===== config.mk =====
export PLATFORM = sky130hd
export DESIGN_NAME = fp16_to_fp32_stream
export DESIGN_NICKNAME = d
export VERILOG_FILES = /design/src/rtl/fp_pkg.sv /design/src/rtl/fp_lzc.sv /design/src/rtl/fp16_to_fp32_stream.sv
export SDC_FILE = /design/constraint.sdc
export NUM_CORES = 1
export LEC_CHECK = 0
export BUFFER_PORTS_ARGS = -buffer_cell sky130_fd_sc_hd__buf_2
export CAP_MARGIN = 20
export CORE_UTILIZATION = 49
export CTS_BUF_LIST = sky130_fd_sc_hd__clkbuf_4
export CTS_CLUSTER_DIAMETER = 100
export DETAILED_ROUTE_END_ITERATION = 16
export PLACE_DENSITY = 0.76
export SLEW_MARGIN = 0
export SYNTH_ARGS = -nofsm -noshare
export SYNTH_HDL_FRONTEND = slang
export SYNTH_HIERARCHICAL = 1
export SYNTH_SLANG_ARGS = --single-unit

===== constraint.sdc =====
create_clock -name clk -period 2.71 [get_ports clk]
set_input_delay 0.4065 -clock clk [delete_from_list [all_inputs] [get_ports clk]]
set_output_delay 0.4065 -clock clk [all_outputs]
set_load 0.03 [all_outputs]

===== src/rtl/fp_pkg.sv =====
// Shared floating-point types and constants for the fp16 datapath blocks.
//   fp16_t / fp32_t : packed IEEE-754 binary16 / binary32 layouts
//   fp_class_e      : operand class produced by classification
//   fp16_class()    : classify an fp16 operand from its exponent and mantissa
package fp_pkg;

  typedef struct packed {
    logic       sign;
    logic [4:0] exp;
    logic [9:0] mant;
  } fp16_t;

  typedef struct packed {
    logic        sign;
    logic [7:0]  exp;
    logic [22:0] mant;
  } fp32_t;

  typedef enum logic [2:0] {
    ZERO = 3'd0,
    SUB  = 3'd1,
    NORM = 3'd2,
    INF  = 3'd3,
    NAN  = 3'd4
  } fp_class_e;

  localparam int          FP16_BIAS          = 15;
  localparam int          FP32_BIAS          = 127;
  localparam logic [7:0]  FP16_TO_FP32_EBIAS = 8'd112;
  localparam logic [31:0] FP32_QNAN          = 32'h7FC00000;

  function automatic fp_class_e fp16_class(input fp16_t h);
    fp_class_e c;
    if (h.exp == 5'd0)       c = (h.mant == 10'd0) ? ZERO : SUB;
    else if (h.exp == 5'h1F) c = (h.mant == 10'd0) ? INF : NAN;
    else                     c = NORM;
    return c;
  endfunction

endpackage


===== src/rtl/fp_lzc.sv =====
// Combinational leading-zero counter.
//   d   : input vector, bit W-1 is the most significant
//   cnt : number of zeros above the highest set bit; W when d is all zero
module fp_lzc #(
  parameter int W = 10
) (
  input  logic [W-1:0]             d,
  output logic [$clog2(W+1)-1:0]   cnt
);

  localparam int CW = $clog2(W + 1);

  // Scan upward so the highest set bit is the last one to write cnt.
  always_comb begin
    cnt = CW'(W);
    for (int i = 0; i < W; i++) begin
      if (d[i]) cnt = CW'(W - 1 - i);
    end
  end

endmodule


===== src/rtl/fp16_to_fp32_stream.sv =====
// Streaming fp16 -> fp32 widening converter, two-stage elastic pipeline.
// Stage 1 registers the operand with its class and leading-zero count;
// stage 2 packs the fp32 word and flags straight into the output registers.
//   clk, rst_n          : clock (rising edge), async active-low reset
//   in_valid/in_ready   : input handshake, in_data is {sign, exp[4:0], mant[9:0]}
//   out_valid/out_ready : output handshake
//   out_data            : fp32 result
//   out_flags           : {is_nan, is_inf, was_subnormal} of the input
//
// Handshake: a beat moves when valid && ready at a rising clk edge. A raised
// valid holds, with its data, until it is taken. in_ready depends only on
// pipeline occupancy and out_ready, never on in_valid.
module fp16_to_fp32_stream
  import fp_pkg::*;
#(
  parameter int EXP_LEN   = 5,
  parameter int MANT_LEN  = 10,
  parameter int FTZ_EN    = 0,
  parameter int CANON_NAN = 0
) (
  input  logic        clk,
  input  logic        rst_n,
  input  logic        in_valid,
  output logic        in_ready,
  input  logic [15:0] in_data,
  output logic        out_valid,
  input  logic        out_ready,
  output logic [31:0] out_data,
  output logic [2:0]  out_flags
);

  if (EXP_LEN != 5 || MANT_LEN != 10) begin : g_bad_format
    $error("fp16_to_fp32_stream supports only EXP_LEN=5 and MANT_LEN=10");
  end

  fp16_t      in_h;
  logic [3:0] lz_c;

  // ready_en keeps in_ready low until the first edge after reset release.
  logic       ready_en;
  logic       s1_valid;
  logic       s1_sign;
  logic [4:0] s1_exp;
  logic [9:0] s1_mant;
  fp_class_e  s1_class;
  logic [3:0] s1_lz;

  logic       s1_adv, s2_adv, s2_free;

  fp32_t      pk_data;
  logic [2:0] pk_flags;
  logic [9:0] sub_mant;

  assign in_h = fp16_t'(in_data);

  fp_lzc #(.W(10)) u_lzc (
    .d   (in_h.mant),
    .cnt (lz_c)
  );

  assign s2_adv   = out_valid & out_ready;
  assign s2_free  = ~out_valid | s2_adv;
  assign s1_adv   = s1_valid & s2_free;
  assign in_ready = ready_en & (~s1_valid | s1_adv);

  // Shifting out lz+1 bits drops the leading one, leaving the fraction.
  assign sub_mant = s1_mant << (s1_lz + 4'd1);

  always_comb begin
    pk_data  = '0;
    pk_flags = {s1_class == NAN, s1_class == INF, s1_class == SUB};
    pk_data.sign = s1_sign;
    case (s1_class)
      NORM: begin
        pk_data.exp  = {3'b000, s1_exp} + FP16_TO_FP32_EBIAS;
        pk_data.mant = {s1_mant, 13'b0};
      end
      SUB: begin
        if (FTZ_EN == 0) begin
          pk_data.exp  = FP16_TO_FP32_EBIAS - {4'b0000, s1_lz};
          pk_data.mant = {sub_mant, 13'b0};
        end
      end
      INF: begin
        pk_data.exp = 8'hFF;
      end
      NAN: begin
        pk_data.exp = 8'hFF;
        if (CANON_NAN != 0) pk_data.mant = FP32_QNAN[22:0];
        else                pk_data.mant = {1'b1, s1_mant[8:0], 13'b0};
      end
      default: ;
    endcase
  end

  always_ff @(posedge clk or negedge rst_n) begin
    if (!rst_n) begin
      ready_en  <= 1'b0;
      s1_valid  <= 1'b0;
      s1_sign   <= 1'b0;
      s1_exp    <= '0;
      s1_mant   <= '0;
      s1_class  <= ZERO;
      s1_lz     <= '0;
      out_valid <= 1'b0;
      out_data  <= '0;
      out_flags <= '0;
    end else begin
      ready_en <= 1'b1;
      if (in_ready) begin
        s1_valid <= in_valid;
        if (in_valid) begin
          s1_sign  <= in_h.sign;
          s1_exp   <= in_h.exp;
          s1_mant  <= in_h.mant;
          s1_class <= fp16_class(in_h);
          s1_lz    <= lz_c;
        end
      end
      if (s2_free) begin
        out_valid <= s1_valid;
        if (s1_valid) begin
          out_data  <= pk_data;
          out_flags <= pk_flags;
        end
      end
    end
  end

endmodule


After elaboration in Yosys (flattened, before gate mapping)

Cells that the tools add are included.

Add/sub/neg operators: 3
Equal/unequal tests: 5
Shifts and indexed selects: 1
Muxes and demuxes: 16
Bitwise logic cells: 7
Reductions and logical operators: 5

Operators with widths:

| operator                                        | count |
|---|---|
| case mux 23 bit (3 select lines)                | 1 |
| two-way mux 4 bit                               | 8 |
| case mux 8 bit (3 select lines)                 | 1 |
| zero test 10 bit                                | 1 |
| << shifter 10 x 4 -> 10 bit                     | 1 |
| two-way mux 3 bit                               | 3 |
| adder 5 x 7 -> 8 bit, second input constant     | 1 |
| subtractor 7 x 4 -> 8 bit, first input constant | 1 |
| == test 3 x 2 -> 1 bit, second input constant   | 2 |
| == test 5 bit, second input constant            | 1 |
| zero test 5 bit                                 | 1 |
| adder 4 x 1 -> 4 bit, second input constant     | 1 |
| two-way mux 2 bit                               | 2 |
| AND reduction 2 bit                             | 2 |
| AND 1 bit                                       | 3 |
| == test 3 x 1 -> 1 bit, second input constant   | 1 |
| == test 3 bit, second input constant            | 1 |
| NOT 1 bit                                       | 2 |
| bitwise OR 1 bit                                | 2 |
| OR reduction 2 bit                              | 1 |
| two-way mux 1 bit                               | 1 |

Register bits after elaboration: 61
Output and inout port bits: 37

Depth between registers and ports, before layout

Gate-level depths: netlist of run 1.

Depth after elaboration: 10
Mapped depth: 10
Gate-level depth less buffers: 7

Modules after synthesis

Netlist of run 1, hierarchy kept.

By module, submodules not included:

| module              | instances | cells an instance | area an instance (µm²) | seq. area each (µm²) |
|---|---|---|---|---|
| fp16_to_fp32_stream | 1         | 253               | 2,618.8                | 1,176.1 |
| fp_lzc              | 1         | 17                | 97.6                   | 0.0 |

Worst setup path before layout of run 1

No wires, ideal clock.

Path type: register to register
From: reg s1_lz[0]
To: reg out_data[22]
Library setup time: 0.123 ns
Data arrival time: 1.904 ns
Path slack: 0.683 ns
Cell stages (with the launch flop): 10
Buffers on the path: 3
Clock period less this slack: 2.027 ns
Path through: dfrtp_1 buf_6 inv_1 ha_1 buf_2 buf_2 mux4_2 mux2i_1 nor2_1 o221a_1

Word-level cells in the longest chain between the ends: 3

Ends and longest elaborated chain:

| element                          | RTL line                   | source |
|---|---|---|
| start: declaration               | fp16_to_fp32_stream.sv:46  | `logic [3:0] s1_lz;` |
| start signal: assignment         | fp16_to_fp32_stream.sv:117 | `s1_lz <= lz_c;` |
| adder 4 x 1 -> 4 bit             | fp16_to_fp32_stream.sv:67  | `assign sub_mant = s1_mant << (s1_lz + 4'd1);` |
| << shifter 10 x 4 -> 10 bit      | fp16_to_fp32_stream.sv:67  |  |
| case mux 23 bit (3 select lines) | fp16_to_fp32_stream.sv:73  | `case (s1_class)` |
| end signal: assignment           | fp16_to_fp32_stream.sv:123 | `out_data <= pk_data;` |
| end: declaration                 | fp16_to_fp32_stream.sv:28  | `output logic [31:0] out_data,` |

No other way between the ends.
A chain may end at the register's enable or synchronous reset.

Final worst setup path of run 1

From: reg s1_lz[1]
To: reg out_data[22]

Same word-level chain as after synthesis.

==> metrics.md, run 1 <==
| Metric | Value |
|---|---|
| Outcome | finished, final reports clean |
| Critical setup path kind | reg2reg |
| Clock Sinks | 47 |
| Power density cells | 747 nW/um2 |
| Via-to-Cell Ratio | approximately 5.3 |
| First-pass DRT Iterations | 4 |
| Hold Crit Class | in2async |
| IO Count | 57 |
| CTS Buf Count | 5 |
| HPWL Detailed | between 3000 and 4000 um |
| Minimum clock period | approximately 2 ns |
| Worst-Margin Slew | 0.656 ns |
| Synth-to-layout area growth | 9.81% |
| Hold_ws | 0.00176 ns |
| Root Driver | clkbuf_4 |
| Fill cells | ~470 |
| PortBufs | 43 |
| Net count, final | 332 |
| Clock Latency Late Sink | 0.37 ns |
| Top_reg_cell synth | dfrtp_1 |
| Effective utilization at floorplan | 0.519 |
| Sequential fraction of the synthesis area | 0.433 |
| Dpl ws | 0.719 ns |
| Die width | 76.5 um |
| CTS tree | yes |
| Rows | 26 |
| Vias in the first global route | 1884 |
| Static Leak | 1.37 nW |
| Final setup TNS | 0 ns |
| Area of the multi-input gates | 1390 um2 |
| Routed via count | 2037 |
| Post-CTS Resized | 0 |
| Slew margin rel. | 0.560 |
| Synth Cell Area | ~2700 um2 |
| Drt initial violations | 140 |
| Max Slew Vio Count | 0 |
| Max Cap Viol | 0 |
| Quantity of hold-fixing buffers added after cts | 0 |
| Htree depth | 2 |
| Startpoint types | register |
| Die area | 5850 um2 |
| Post-route setup slack | 0.701 ns |
| Post-synth cell types | between 50 and 60 |
| Core Region | approximately 5200 um2 |
| Final core occ | 0.570 |
| Fmax | 498 MHz |
| Antenna viol nets, final | 0 |
| Placed Cells incl. Taps | 373 |
| Fin area | 2980 um2 |
| Drt drc | 0 |
| CTS clock-pin slew for the worst setup and hold paths | roughly 0.14 ns |
| Mapped Avg Cell Area | 10.1 um2 |
| Async SR Flop Fraction | 1.00 |
| Diode count | 0 |
| Syn Inst Count | 270 |
| RSZ-0062 raised after global routing | false |
| Peak VDD IR | 350 uV |
| Grt ovf | 0 |
| Layout cells sized above 1 | 0.289 |
| Setup crit end kind | register |
| Max FO, Critical Path | 8 |
| Final period utilization | 0.741 |
| Crit path required time | approximately 3.0 ns |
| CP arrival | 2.29 ns |
| Gpl congestion | approximately 0.87 |
| Setup skew after layout | 0.00717 ns |
| Final Hold Vio Count | 0 |
| Die Y-Extent | 76.5 um |
| Final Non-Filler Cells | 381 |
| Initial antenna violation count | 0 |
| First-pass GRT wire length | 9050 um |
| Final setup violating endpoints | 0 |
| Post-CTS Setup Inserts | 0 |
| Largest net degree at the start of global routing | 27 |
| Routed wire length per instance | 13.7 um |
| Placed cell area | 2930 um2 |
| Tot Pwr | around 2.2 mW |
| FF/Latch Area | 1180 um2 |
| Number of flops mapped to enable cells by yosys | 0 |
| Yosys reg bits | 47 |
| WL final | 5210 um |
| GRT Total Usage | 0.196 |
| Bufs on Longest Clock Path | 2 |
| Number of synthesis warnings | 6 |
[layer usage]
| metal | GRT usage | up-vias | share of wire |
|---|---|---|---|
| met5 | 0 | - | 0 |
| met4 | 0.0942 | 0 | 0.025 |
| met3 | 0.0371 | 14 | 0.044 |
| met2 | 0.288 | 54 | 0.44 |
| met1 | 0.277 | 956 | 0.49 |
| li1 | - | 1013 | - |
[cells in the final DEF (no fill, tap or decap), drive strengths merged, types with 2 or more instances in the layout]
cell type / count
nor2: 26
nand2: 31
buf: 48
mux2: 25
a21oi: 10
ha: 2
o221ai: 2
a31oi: 3
conb: 14
xor2: 3
xnor2: 2
inv: 7
mux4: 2
clkbuf: 5
o21ai: 20
nor3: 4
a22oi: 9
nand3: 5
a221o: 2
o31ai: 4
clkinv: 2
mux2i: 9
o211ai: 2
o21a: 3
nand2b: 3
nor2b: 6
dfrtp: 47
a21boi: 2
nor4: 2
[registers in the layout, indices dropped and copies added, names as in the netlist]
signal / flops
s1_lz: 4
out_valid: 1
out_flags: 3
s1_sign: 1
s1_valid: 1
out_data: 18
ready_en: 1
s1_class: 3
s1_mant: 10
s1_exp: 5
[power breakdown]
| group | total [mW] | switching, mW | internal, mW |
|---|---|---|---|
| clock | 0.331 | 0.230 | 0.102 |
| combinational | 0.916 | 0.567 | 0.349 |
| sequential | 0.980 | 0.126 | 0.854 |
| total | 2.23 | 0.923 | 1.31 |
[path summary, 6_finish.rpt]
kind	from	end	slack, ns	cells after the start
worst min register to register	out_data[24]$_DFFE_PN0P_	out_data[24]$_DFFE_PN0P_	0.49	2
max in group asynchronous	rst_n	out_flags[1]$_DFFE_PN0P_	2.01	2
worst min-delay path	rst_n	s1_mant[9]$_DFFE_PN0P_	0.002	1
min in group clk	in_data[15]	s1_sign$_DFFE_PN0P_	0.23	2
worst max register to register	s1_lz[1]$_DFFE_PN0P_	out_data[22]$_DFFE_PN0P_	0.70	7
worst max-delay path	s1_lz[1]$_DFFE_PN0P_	out_data[22]$_DFFE_PN0P_	0.70	7
[cells by family (layout without fill, tap and decap cells)]
logic type	after synthesis	after routing	synth area share
AND/OR/NAND/NOR	84	84	0.152
AO/OA/AOI/OAI	61	61	0.155
flip-flops	47	47	0.433
multiplexers	36	36	0.153
buffers and inverters	33	62	0.0728
XOR/XNOR	5	5	0.0217
adder cells (fa/ha/maj)	2	2	0.00921
other	2	14	0.00276
[cells in the mapped netlist (all sizes together), types with 3 or more instances]
| cell type | instances | share of area |
|---|---|---|
| dfrtp | 47 | 0.43 |
| a22oi | 9 | 0.025 |
| clkbuf | 5 | 0.0069 |
| nor2b | 6 | 0.015 |
| xor2 | 3 | 0.015 |
| a21oi | 10 | 0.018 |
| mux2 | 25 | 0.10 |
| o31ai | 4 | 0.016 |
| o21ai | 20 | 0.037 |
| a31oi | 3 | 0.0069 |
| nor2 | 26 | 0.039 |
| nand3 | 5 | 0.016 |
| nand2 | 31 | 0.044 |
| nor3 | 4 | 0.0092 |
| mux2i | 9 | 0.033 |
| nand2b | 3 | 0.0069 |
| inv | 6 | 0.0083 |
| buf | 22 | 0.058 |
| o21a | 3 | 0.0083 |
[area by class of cell]
| type | count | share of cell area |
|---|---|---|
| multi-input combinational | 202 | 0.465 |
| sequential | 47 | 0.394 |
| timing repair buffer | 48 | 0.0847 |
| tap | 70 | 0.0294 |
| clock buffer | 5 | 0.0126 |
| inverter | 6 | 0.00755 |
| clock inverter | 3 | 0.00629 |
[worst max-delay path, cell delays in order, from the launching register on]
cell	delay (ns)
dfrtp_1	0.44
inv_1	0.06
ha_1	0.43
buf_4	0.24
mux2i_1	0.24
a21oi_1	0.11
a31o_1	0.18
o221a_1	0.21
No activity file was read; power rests on OpenSTA's default activity.
==> inputs of run 2 (changes only) <==
clock period = 1.9 ns   (was 2.71 ns; I/O delays follow)
==> metrics.md, run 2 (synthesis results as in run 1) <==
| Metric | Value |
|---|---|
| Outcome | finished, final reports clean (unchanged) |
| Switching pwr | 1.33 mW (was 0.923 mW) |
| Htree depth | 2 (unchanged) |
| Slowest stage cell on the critical path | dfrtp_1 (unchanged) |
| Hold_ws | 0.133 ns (was 0.00176 ns) |
| Minimum clock period | 1.78 ns (was 2.01 ns) |
| Setup crit end kind | register (unchanged) |
| Synth-to-layout area growth | 14.9% (was 9.81%) |
| Peak VDD IR | 549 uV (was 350 uV) |
| Static Leak | 1.43 nW (was 1.37 nW) |
| GRT Total Usage | 0.202 (was 0.196) |
| Root Driver | clkbuf_4 (unchanged) |
| Die Y-Extent | 76.5 um (unchanged) |
| Final setup TNS | 0 ns (unchanged) |
| Dpl ws | 0.0550 ns (was 0.719 ns) |
| Net count, final | 340 (was 332) |
| Routed via count | 2112 (was 2037) |
| Hold Crit Class | in2reg (was in2async) |
| CTS Buf Count | 5 (unchanged) |
| Largest net degree at the start of global routing | 29 (was 27) |
| Startpoint types | register (unchanged) |
| WL final | 5560 um (was 5210 um) |
| CP Cell Sequence | buf_4 -> ha_1 -> xor2_2 -> buf_6 -> mux2i_1 -> nand2_1 -> nand4_1 -> o211ai_2 (was inv_1 -> ha_1 -> buf_4 -> mux2i_1 -> a21oi_1 -> a31o_1 -> o221a_1) |
| Fmax | 562 MHz (was 498 MHz) |
| HPWL Detailed | 4330 um (was 3960 um) |
| Clock Sinks | 47 (unchanged) |
| Internal power | 2.08 mW (was 1.31 mW) |
| Power density cells | 1090 nW/um2 (was 747 nW/um2) |
| Max Slew Vio Count | 0 (unchanged) |
| Worst-Margin Slew | 0.580 ns (was 0.656 ns) |
| Core Region | 5240 um2 (unchanged) |
| Buf/Inv on CP | 2 (unchanged) |
| CP arrival | 2.03 ns (was 2.29 ns) |
| First-pass GRT wire length | 9390 um (was 9050 um) |
| RSZ-0062 raised after global routing | false (unchanged) |
| Crit path required time | 2.15 ns (was 2.99 ns) |
| CTS clock-pin slew for the worst setup and hold paths | 0.13 ns (was 0.14 ns) |
| Delay-heaviest family, CP | flip-flops (was compound AO/OA/AOI/OAI gates) |
| Routed wire length per instance | 14.3 um (was 13.7 um) |
| Drt initial violations | 140 (unchanged) |
| Power share of the sequential group | 0.411 (was 0.440) |
| Vias in the first global route | 1996 (was 1884) |
| PortBufs | 43 (unchanged) |
| Commonest cells after routing, fill and taps aside | dfrtp_1 (47), buf_2 (43), nand2_1 (30), nor2_1 (25), mux2_2 (19) (unchanged) |
| Final period utilization | 0.936 (was 0.741) |
| Effective utilization at floorplan | 0.519 (unchanged) |
| Biggest regs | out_data (18), s1_mant (10), s1_exp (5) (unchanged) |
| Die width | 76.5 um (unchanged) |
| Max Cap Viol | 0 (unchanged) |
| Setup skew after layout | 0.0105 ns (was 0.00717 ns) |
| Final Hold Vio Count | 0 (unchanged) |
| Most common cell after layout, fill and taps aside | dfrtp_1 (unchanged) |
| Area of the multi-input gates | 1420 um2 (was 1390 um2) |
| Critical setup path kind | reg2reg (unchanged) |
| IO Count | 57 (unchanged) |
| Max FO, Critical Path | 11 (was 8) |
| Antenna viol nets, final | 0 (unchanged) |
| Clock network power share | 0.172 (was 0.149) |
| Clock Latency Late Sink | 0.36 ns (was 0.37 ns) |
| Largest stage delay, worst path | 0.41 ns (was 0.44 ns) |
| Gpl congestion | 0.844 (was 0.868) |
| Diode count | 0 (unchanged) |
| Initial antenna violation count | 0 (unchanged) |
| Die area | 5850 um2 (unchanged) |
| Via-to-Cell Ratio | 5.44 (was 5.35) |
| Switch share | 0.390 (was 0.414) |
| Comb pwr share | 0.417 (was 0.411) |
| Final setup violating endpoints | 0 (unchanged) |
| Fill cells | 462 (was 473) |
| First-pass DRT Iterations | 4 (unchanged) |
| Biggest register | out_data (unchanged) |
| Drt drc | 0 (unchanged) |
| Slew margin rel. | 0.612 (was 0.560) |
| Grt ovf | 0 (unchanged) |
| Largest register FFs | 18 (unchanged) |
| Post-route setup slack | 0.122 ns (was 0.701 ns) |
| CTS tree | yes (unchanged) |
| Rows | 26 (unchanged) |
| Bufs on Longest Clock Path | 2 (unchanged) |
| Layout cells sized above 1 | 0.314 (was 0.289) |
| FF/Latch Area | 1180 um2 (unchanged) |
==> run 2: worst reg2reg max path: cells and delay by family (launching register included) <==
family | cells | cell delay (ns)
adders and majority gates | 1 | 0.23
DFF | 1 | 0.41
and+or+nand+nor | 2 | 0.17
xor gates and xnor gates | 1 | 0.24
buffers and inverters | 2 | 0.35
AOI/OAI and AO/OA | 1 | 0.08
muxes | 1 | 0.19
==> run 2: what timing repair did <==
action                                  4_1_cts  5_1_grt
hold buffers                                  1        0
resized for setup                             0        4
endpoints found under the hold margin        19        0
setup buffers                                 0        0
endpoints found under the setup margin        0        3
==> run 2: cell type report <==
class,count,share of cell area
multi-input cells,202,0.453
flip-flops and latches,47,0.377
repair buffers,56,0.110
well taps,70,0.0281
clock buffers,6,0.0144
clock inverters,1,0.00962
inverters,6,0.00722
==> run 2: through the flow <==
stage                     instance area, um2  power, mW  cells  utilization
after detailed placement                3020       2.82    380        0.576
final                                   3120       3.41    388        0.596
after global placement                  3020       2.78    380        0.576
after global routing                    3120       3.62    388        0.596
after CTS                               3100       3.40    388        0.592
after floorplan                         2780       2.44    282            -
==> run 2: per-layer routing <==
metal  vias up  wire length [um]  GRT usage
li1       1021                 -          -
met1      1006              2570      0.267
met2        78              2600      0.332
met3         7               317     0.0407
met4         0                77     0.0654
met5         -                 0          0
==> run 2: power by group through the flow <==
stage               Sequential, mW  Combinational, mW  Clock (mW)
floorplan                     1.65              0.793           0
global placement              1.42               1.36           0
detailed placement            1.42               1.40           0
CTS                           1.40               1.40       0.600
global route                  1.44               1.54       0.648
finish                        1.40               1.42       0.585
==> run 2: path summary, 6_finish.rpt <==
path | from | endpoint | slack (ns) | depth (start not counted)
max | s1_lz[0]$_DFFE_PN0P_ | out_data[21]$_DFFE_PN0P_ | 0.12 | 8
min | in_data[15] | s1_sign$_DFFE_PN0P_ | 0.13 | 2
max reg2reg | s1_lz[0]$_DFFE_PN0P_ | out_data[21]$_DFFE_PN0P_ | 0.12 | 8
min reg2reg | out_data[31]$_DFFE_PN0P_ | out_data[31]$_DFFE_PN0P_ | 0.49 | 2
max in group asynchronous | rst_n | out_data[26]$_DFFE_PN0P_ | 1.01 | 3
min in group asynchronous | rst_n | ready_en$_DFF_PN0_ | 0.39 | 2
